<file path="config.mk">
export PLATFORM = sky130hd
export DESIGN_NAME = session_controller
export DESIGN_NICKNAME = d
export VERILOG_FILES = /design/src/rtl/session_pkg.sv /design/src/rtl/rise_pulse.sv /design/src/rtl/session_controller.sv
export SDC_FILE = /design/constraint.sdc
export NUM_CORES = 1
export LEC_CHECK = 0
export ABC_AREA = 0
export BUFFER_PORTS_ARGS = -buffer_cell sky130_fd_sc_hd__buf_2
export CORE_MARGIN = 1
export CORE_UTILIZATION = 52
export DETAILED_ROUTE_END_ITERATION = 10
export GPL_TIMING_DRIVEN = 0
export PLACE_DENSITY_LB_ADDON = 0.1
export SLEW_MARGIN = 20
export SYNTH_ARGS = -nofsm -noshare
export SYNTH_HDL_FRONTEND = slang
export SYNTH_SLANG_ARGS = --single-unit
</file>
<file path="constraint.sdc">
create_clock -name clk -period 1.8 [get_ports clk]
set_input_delay 0.09 -clock clk [delete_from_list [all_inputs] [get_ports clk]]
set_output_delay 0.09 -clock clk [all_outputs]
set_load 0.05 [all_outputs]
</file>
<file path="src/rtl/session_pkg.sv">
// Shared types, default parameters and width helpers for the session controller.
package session_pkg;

    typedef enum logic [2:0] {
        StIdle,
        StCheck,
        StActive,
        StLogout,
        StLocked
    } session_state_t;

    localparam int unsigned DefPswdLen       = 4;
    localparam int unsigned DefCheckWait     = 16;
    localparam int unsigned DefMaxFails      = 3;
    localparam int unsigned DefLockoutCycles = 1000;
    localparam int unsigned DefIdleTimeout   = 5000;

    // Bits needed to hold values 0..max_val, never less than one.
    function automatic int unsigned cnt_width(input int unsigned max_val);
        return (max_val < 2) ? 1 : $clog2(max_val + 1);
    endfunction

    function automatic int unsigned max3(input int unsigned a, input int unsigned b,
                                         input int unsigned c);
        int unsigned m;
        m = (a > b) ? a : b;
        return (m > c) ? m : c;
    endfunction

endpackage

</file>
<file path="src/rtl/rise_pulse.sv">
// Rising-edge detector: registered history bit, edge = current sample high, previous low.
module rise_pulse (
    input  logic clk,
    input  logic rst,
    input  logic d,
    output logic p
);

    logic d_q;

    always_ff @(posedge clk) begin
        if (!rst) begin
            d_q <= 1'b0;
        end else begin
            d_q <= d;
        end
    end

    assign p = d & ~d_q;

endmodule

</file>
<file path="src/rtl/session_controller.sv">
// Routes shared load/logout buttons to the password checker or the game, with
// failed-attempt lockout and inactivity auto-logout.
module session_controller
    import session_pkg::*;
#(
    parameter int unsigned PSWD_LEN       = DefPswdLen,
    parameter int unsigned CHECK_WAIT     = DefCheckWait,
    parameter int unsigned MAX_FAILS      = DefMaxFails,
    parameter int unsigned LOCKOUT_CYCLES = DefLockoutCycles,
    parameter int unsigned IDLE_TIMEOUT   = DefIdleTimeout
) (
    input  logic                              clk,
    input  logic                              rst,
    input  logic                              Load_Button,
    input  logic                              Logout_Button,
    input  logic                              Authenticated,
    output logic                              Pswd_Load,
    output logic                              Game_Load,
    output logic                              Logout_Pulse,
    output logic                              Session_Active,
    output logic                              Locked,
    output logic [cnt_width(MAX_FAILS)-1:0]   Fail_Count
);

    localparam int unsigned TW = cnt_width(max3(CHECK_WAIT, LOCKOUT_CYCLES, IDLE_TIMEOUT));
    localparam int unsigned FW = cnt_width(MAX_FAILS);
    localparam int unsigned DW = cnt_width(PSWD_LEN);

    localparam logic [TW-1:0] CheckLast   = TW'(CHECK_WAIT - 1);
    localparam logic [TW-1:0] LockLast    = TW'(LOCKOUT_CYCLES - 1);
    localparam logic [TW-1:0] IdleLast    = TW'(IDLE_TIMEOUT - 1);
    localparam logic [FW-1:0] FailMax     = FW'(MAX_FAILS);
    localparam logic [DW-1:0] DigitLast   = DW'(PSWD_LEN - 1);

    session_state_t state_q, state_d;
    logic [TW-1:0]  timer_q, timer_d;
    logic [DW-1:0]  digit_q, digit_d;
    logic [FW-1:0]  fail_q, fail_d;
    logic           timer_clr;
    logic           pswd_d, game_d, lpulse_d;
    logic           load_edge, logout_edge;

    rise_pulse u_load_rise (
        .clk (clk),
        .rst (rst),
        .d   (Load_Button),
        .p   (load_edge)
    );

    rise_pulse u_logout_rise (
        .clk (clk),
        .rst (rst),
        .d   (Logout_Button),
        .p   (logout_edge)
    );

    always_comb begin
        state_d   = state_q;
        digit_d   = digit_q;
        fail_d    = fail_q;
        timer_clr = 1'b0;
        pswd_d    = 1'b0;
        game_d    = 1'b0;
        lpulse_d  = 1'b0;

        unique case (state_q)
            StIdle: begin
                if (Authenticated) begin
                    state_d = StActive;
                    digit_d = '0;
                end else if (load_edge) begin
                    pswd_d = 1'b1;
                    if (digit_q == DigitLast) begin
                        state_d = StCheck;
                        digit_d = '0;
                    end else begin
                        digit_d = digit_q + 1'b1;
                    end
                end
            end
            StCheck: begin
                // A match in the timeout cycle takes priority over the failure.
                if (Authenticated) begin
                    state_d = StActive;
                    fail_d  = '0;
                end else if (timer_q == CheckLast) begin
                    lpulse_d = 1'b1;
                    if (fail_q >= FailMax - FW'(1)) begin
                        fail_d  = FailMax;
                        state_d = StLocked;
                    end else begin
                        fail_d  = fail_q + 1'b1;
                        state_d = StIdle;
                    end
                end
            end
            StActive: begin
                if (logout_edge || timer_q == IdleLast) begin
                    state_d  = StLogout;
                    lpulse_d = 1'b1;
                end else if (!Authenticated) begin
                    state_d = StIdle;
                end else if (load_edge) begin
                    game_d    = 1'b1;
                    timer_clr = 1'b1;
                end
            end
            StLogout: begin
                if (!Authenticated || timer_q == CheckLast) begin
                    state_d = StIdle;
                end
            end
            StLocked: begin
                if (timer_q == LockLast) begin
                    state_d = StIdle;
                    fail_d  = '0;
                end
            end
            default: state_d = StIdle;
        endcase

        if (timer_clr || state_d != state_q) begin
            timer_d = '0;
        end else if (timer_q == '1) begin
            timer_d = timer_q;
        end else begin
            timer_d = timer_q + 1'b1;
        end
    end

    always_ff @(posedge clk) begin
        if (!rst) begin
            state_q        <= StIdle;
            timer_q        <= '0;
            digit_q        <= '0;
            fail_q         <= '0;
            Pswd_Load      <= 1'b0;
            Game_Load      <= 1'b0;
            Logout_Pulse   <= 1'b0;
            Session_Active <= 1'b0;
            Locked         <= 1'b0;
        end else begin
            state_q        <= state_d;
            timer_q        <= timer_d;
            digit_q        <= digit_d;
            fail_q         <= fail_d;
            Pswd_Load      <= pswd_d;
            Game_Load      <= game_d;
            Logout_Pulse   <= lpulse_d;
            Session_Active <= (state_d == StActive);
            Locked         <= (state_d == StLocked);
        end
    end

    assign Fail_Count = fail_q;

endmodule
</file>
==> results.sh, run 1 <==
export IMPL_outcome="finished with violations"
export IMPL_violations="setup timing"
export IMPL_synth_seq_cells=28
export IMPL_grt_use_total_pct=24.07
export IMPL_finalWirelength_mm=3.164
export IMPL_row_count=18
export IMPL_synth_top_family_by_area="simple AND/OR/NAND/NOR gates"
export IMPL_synth_yosys_seq_area_share_pct=39.37
export IMPL_hold_class="primary input to register"
export IMPL_core_region_area_um2=2522
export IMPL_start_util_pct=56.45
export IMPL_port_buffers=10
export IMPL_synthArstFlopShare_pct=0
export IMPL_grt_pass1_wl_mm=5.250
export IMPL_cp_arrival_ns=2.12
export IMPL_synth_compound_gate_area_share_pct=14.94
export IMPL_antenna_found_initial=0
export IMPL_syn_area_um2=1424
export IMPL_cts_tree="yes"
export IMPL_grt_start_max_net_pins=15
export IMPL_grt_pass1_vias=1234
export IMPL_endpoint_kind="register"
export IMPL_ctsLongestPathBuffers=2
export IMPL_crit_fanout=10
export IMPL_hold_viol_final=0
export IMPL_hpwlAfterDp_mm=2.107
export IMPL_gr_total_overflow=0
export IMPL_synth_xor_area_share_pct=6.151
export IMPL_skew_ns=0.004297
export IMPL_drtPass1Iterations=4
export IMPL_cts_inserted_buffers=3
export IMPL_setup_violations=13
export IMPL_gp_congestion=0.8430
export IMPL_dp_cells=200
export IMPL_drive_gt1_share_pct=27.57
export IMPL_final_antenna_net_count=0
export IMPL_synthMuxAreaShare_pct=0.7030
export IMPL_fin_crit_sh_pct=104.8
export IMPL_rsz0062_at_grt="yes"
export IMPL_setup_ws_ns=-0.08712
export IMPL_htreeDepth=1
export IMPL_nets=194
export IMPL_cts_sinks=28
export IMPL_max_freq_mhz=529.9
export IMPL_slew_viol_final=0
export IMPL_area_growth_pct=20.74
export IMPL_slew_headroom_pct=71.37
export IMPL_die_y_um=54.33
export IMPL_whs_path_depth=2
export IMPL_yosys_warnings=0
export IMPL_ios=12
export IMPL_r2r_cells=6
export IMPL_synthAdderAreaFrac_pct=1.757
export IMPL_vias=1309
export IMPL_die_w_um=54.33
export IMPL_finalCriticalPeriod_ns=1.887
export IMPL_crit_required_ns=2.03
export IMPL_clkLatencyLatePin_ns=0.32
export IMPL_peakVddDrop_v=0.0005109
export IMPL_post_synth_num_cell_types=50
export IMPL_ys_flop_type="dfxtp_1"
export IMPL_power_density_nw_per_um2=596.8
export IMPL_cts_root_buf="clkbuf_4"
export IMPL_synth_edf_count=0
export IMPL_static_leakage_power_nw=0.6520
export IMPL_tightestPinTransition_ns=0.4295
export IMPL_syn_area_per_cell_um2=8.899
export IMPL_syn_inst=160
export IMPL_critPathKind="register to register"
export IMPL_drtIter0Drc=39
export IMPL_post_route_util_pct=68.15
export IMPL_drc=0
export IMPL_drv_cap=0
export IMPL_via_per_inst=6.088
export IMPL_routedWlPerCell_um=14.72
export IMPL_fin_cells=215
export IMPL_clkTransAtPathRegs_ns=0.14
export IMPL_synthesis_nets=167
export IMPL_cp_start_kind="register"
export IMPL_dieArea_um2=2951
export IMPL_synth_simple_area_share_pct=32.95
export IMPL_n_antenna_cell=0
## synth_stat cells, types with 2 or more instances
library cell,count,share of area [%]
ha_1,2,1.8
a41o_1,2,1.4
nor2_1,15,4.0
a21oi_1,6,2.1
inv_1,6,1.6
clkbuf_1,4,1.1
xor2_1,3,1.8
nand4_1,3,1.3
nor3_1,18,6.3
nor3b_1,2,1.1
nand3_1,5,1.8
xnor2_1,7,4.3
and2_1,4,1.8
nor4_1,4,1.8
o2bb2ai_1,2,1.2
o211ai_1,2,1.1
nand2_1,7,1.8
dfxtp_1,28,39
o21ai_0,3,1.1
nand4_2,2,1.8
nor2b_1,6,2.6
## sequential cells by signal, summed over array words and instances, names as in the netlist
name / cells
digit_q: 3
state_q: 3
u_load_rise.d_q: 1
Session_Active: 1
Pswd_Load: 1
u_logout_rise.d_q: 1
Locked: 1
Logout_Pulse: 1
Game_Load: 1
Fail_Count: 2
timer_q: 13
## layer usage
layer  routed length [um]  track usage, %
met5                    0               0
met4                   52           9.829
met3                  142           3.889
met2                 1453           38.62
met1                 1517           31.86
## final timing paths
check	from	slack [ns]	end
hold reg to reg	digit_q[2]$_SDFFE_PN0P_	0.48	digit_q[2]$_SDFFE_PN0P_
setup / recovery	timer_q[7]$_SDFFE_PP0P_	-0.09	timer_q[8]$_SDFFE_PP0P_
hold / removal	rst	0.14	Logout_Pulse$_SDFF_PN0_
setup reg to reg	timer_q[7]$_SDFFE_PP0P_	-0.09	timer_q[8]$_SDFFE_PP0P_
## timing repair
action,4_1_cts,5_1_grt
pin swaps,5,5
endpoints found under the hold margin,2,0
resized for setup,16,8
hold buffers,2,0
setup buffers,6,5
endpoints found under the setup margin,14,17
## per-stage QoR
step | cell area, um2 | TNS [ns] | setup slack (ns) | hold WS, ns | power (mW)
floorplan | 1424 | 0 | 0.01101 | 0.2117 | 0.7360
global placement | 1511 | -2.524 | -0.2489 | 0.3041 | 0.7580
detailed placement | 1511 | -3.767 | -0.3582 | 0.3182 | 0.7617
CTS | 1657 | -0.6373 | -0.06729 | 0.1337 | 1.028
global route | 1719 | -2.061 | -0.1729 | 0.1867 | 1.067
finish | 1719 | -0.8834 | -0.08712 | 0.1441 | 1.026
## worst max-delay path, cell delays in order (launching register included)
cell     delay, ns
dfxtp_4       0.37
or4b_4        0.57
nor3_4        0.27
nand4_1       0.22
nand4_4       0.14
buf_6         0.15
nor3_1        0.06
## cells in the final DEF, fill, tap and decap left out, drive strengths merged, types with 2 or more instances in the layout
master,netlist,final
dfxtp,28,28
buf,2,23
nor3,19,19
nor2,15,15
nand2,7,7
xnor2,7,7
clkbuf,5,7
inv,6,6
nor2b,6,6
a21oi,6,6
nand3,5,5
nor4,5,5
nand4,5,5
and2,4,4
o21ai,3,3
xor2,3,3
o211ai,2,2
a41o,2,2
o2bb2ai,2,2
nor3b,2,2
dlygate4sd3,0,2
ha,2,2
## final cells by class
class,count,area (um2)
repair buffers,23,152.6
flip-flops and latches,28,574.3
well taps,30,37.54
multi-input cells,119,874.6
fillers,218,803.3
plain buffers,6,35.03
inverters,6,22.52
clock buffers,3,22.52
## logic make-up after synthesis
group                    after synthesis
buffers and inverters                 13
XOR/XNOR                              10
flip-flops                            28
multiplexers                           1
adder cells (fa/ha/maj)                2
AND/OR/NAND/NOR                       78
AO/OA/AOI/OAI                         28
## power breakdown
group | total, mW | internal, mW | switching (mW) | leakage (nW)
clock | 0.256 | 0.0786 | 0.177 | 0.0138
sequential | 0.640 | 0.631 | 0.00889 | 0.231
combinational | 0.131 | 0.0516 | 0.0790 | 0.407
total | 1.03 | 0.761 | 0.265 | 0.652
No activity file was read; power rests on OpenSTA's default activity.
==> run 2, diff against run 1 <==
- CORE_ASPECT_RATIO: unset -> 2
==> run 2 against run 1 <==
  * The flow still finishes with violations (setup timing)
  * Clock skew fell by 0.0027 ns
  * Cell count decreased by 0.93%
  * Via count grew 0.23%
  * Worst setup slack barely moved
  * Critical path depth stayed put
  * Total power is 13% higher
  * Critical endpoint is now timer_q[0]$_SDFFE_PP0P_
==> results.sh, run 2 (synthesis gave the netlist of run 1 again) <==
export IMPL_outcome="finished with violations"
export IMPL_violations="setup timing"
export IMPL_final_common_cell="dfxtp_1"
export IMPL_wl_met3_um=52
export IMPL_drtIter0Drc=35
export IMPL_wl_met2_mm=1.950
export IMPL_row_count=26
export IMPL_port_buffers=10
export IMPL_cts_sinks=28
export IMPL_register_area_um2=573.1
export IMPL_intPower_mw=0.8741
export IMPL_max_freq_mhz=529.9
export IMPL_nets=193
export IMPL_final_fill_count=210
export IMPL_finalWirelength_mm=3.337
export IMPL_critPathKind="register to register"
export IMPL_peakVddDrop_v=0.0004845
export IMPL_start_util_pct=55.40
export IMPL_power_density_nw_per_um2=665.6
export IMPL_fin_crit_sh_pct=104.8
export IMPL_final_antenna_net_count=0
export IMPL_die_y_um=76
export IMPL_hpwlAfterDp_mm=2.333
export IMPL_grt_start_max_net_pins=16
export IMPL_slew_viol_final=0
export IMPL_drc=0
export IMPL_largest_reg_flops=13
export IMPL_tightestPinTransition_ns=0.4091
export IMPL_top_register="timer_q"
export IMPL_gp_congestion=0.8389
export IMPL_routedWlPerCell_um=15.67
export IMPL_ios=12
export IMPL_htreeDepth=1
export IMPL_cp_start_kind="register"
export IMPL_p_seq_share_pct=55.1
export IMPL_crit_required_ns=1.98
export IMPL_drive_gt1_share_pct=28.11
export IMPL_cp_arrival_ns=2.06
export IMPL_final_cell_mix="dfxtp_1, nor3_1, nor2_1, buf_4, buf_2"
export IMPL_dieArea_um2=2964
export IMPL_die_w_um=39
export IMPL_hold_viol_final=0
export IMPL_vias=1312
export IMPL_core_region_area_um2=2570
export IMPL_p_sw_mw=0.2860
export IMPL_clkPwrFrac_pct=34.1
export IMPL_setup_violations=13
export IMPL_grt_pass1_vias=1259
export IMPL_skew_ns=0.001585
export IMPL_setup_ws_ns=-0.08720
export IMPL_ctsLongestPathBuffers=2
export IMPL_p_comb_share_pct=10.9
export IMPL_cts_tree="yes"
export IMPL_setup_tns_ns=-0.8922
export IMPL_multiInputGateArea_um2=883.3
export IMPL_largestRegisters="timer_q: 13 flops, digit_q: 3 flops, state_q: 3 flops"
export IMPL_cts_root_buf="clkbuf_8"
export IMPL_wl_met1_mm=1.228
export IMPL_cts_inserted_buffers=3
export IMPL_drtPass1Iterations=4
export IMPL_grt_use_total_pct=24.86
export IMPL_antenna_found_initial=0
export IMPL_drv_cap=0
export IMPL_via_per_inst=6.160
export IMPL_hold_class="primary input to register"
export IMPL_gr_total_overflow=0
export IMPL_finalCriticalPeriod_ns=1.887
export IMPL_dr_max_layer_used="met4"
export IMPL_endpoint_kind="register"
export IMPL_switching_share_pct=24.65
export IMPL_area_growth_pct=22.41
export IMPL_clkLatencyLatePin_ns=0.28
export IMPL_slew_headroom_pct=72.34
export IMPL_worst_hold_slack_ns=0.01415
export IMPL_grt_pass1_wl_mm=5.313
export IMPL_rsz0062_at_grt="yes"
export IMPL_n_antenna_cell=0
export IMPL_crit_fanout=10
export IMPL_static_leakage_power_nw=0.6833
export IMPL_clkTransAtPathRegs_ns=0.09
## run 2: worst max-delay path, stage by stage (launching register included)
cell	delay [ns]
dfxtp_4	0.36
or4b_4	0.59
nor3_4	0.27
nand4_1	0.19
nand4_2	0.16
buf_6	0.16
nor3_1	0.06
## run 2: worst paths after layout
check,slack [ns],start,end,cells past startpoint
min reg2reg,0.47,digit_q[2]$_SDFFE_PN0P_,digit_q[2]$_SDFFE_PN0P_,1
max,-0.09,timer_q[7]$_SDFFE_PP0P_,timer_q[0]$_SDFFE_PP0P_,6
min,0.01,Load_Button,u_load_rise.d_q$_SDFF_PN0_,2
max reg2reg,-0.09,timer_q[7]$_SDFFE_PP0P_,timer_q[0]$_SDFFE_PP0P_,6
## run 2: cell type report
type                    count  share of cell area (%)
clock buffers               4                   3.159
inverters                   6                   1.292
plain buffers               6                   1.938
flip-flops and latches     28                   32.88
well taps                  28                   2.010
multi-input cells         119                   50.68
repair buffers             22                   8.040
## run 2: stage by stage
stage / instances / util [%] / area (um2) / setup WS [ns] / total power [mW]
6_report: 213 / 67.82 / 1743 / -0.08720 / 1.160
5_1_grt: 213 / 67.82 / 1743 / -0.1456 / 1.207
4_1_cts: 212 / 66.31 / 1704 / -0.04895 / 1.160
3_5_place_dp: 198 / 58.71 / 1509 / -0.3254 / 0.7630
3_3_place_gp: 198 / 58.71 / 1509 / -0.2371 / 0.7604
2_1_floorplan: 160 / - / 1424 / 0.01101 / 0.7360
## run 2: power by group through the flow
stage / sequential (mW) / combinational (mW) / clock, mW
6_report: 0.639 / 0.126 / 0.395
5_1_grt: 0.641 / 0.137 / 0.429
4_1_cts: 0.639 / 0.120 / 0.401
3_5_place_dp: 0.655 / 0.108 / 0
3_3_place_gp: 0.654 / 0.106 / 0
2_1_floorplan: 0.664 / 0.0718 / 0
## run 2: routing by layer
| layer | global-route usage, % | vias up |
|---|---|---|
| li1 | - | 645 |
| met1 | 23.45 | 632 |
| met2 | 46.33 | 26 |
| met3 | 2.041 | 9 |
| met4 | 13.79 | 0 |
| met5 | 0 | - |
## run 2: repair_timing
item,CTS,global route
gates resized for setup,16,6
pin swaps,7,2
buffers inserted,11,1
hold buffers,0,0
gates cloned,0,0
setup endpoints to repair,14,18
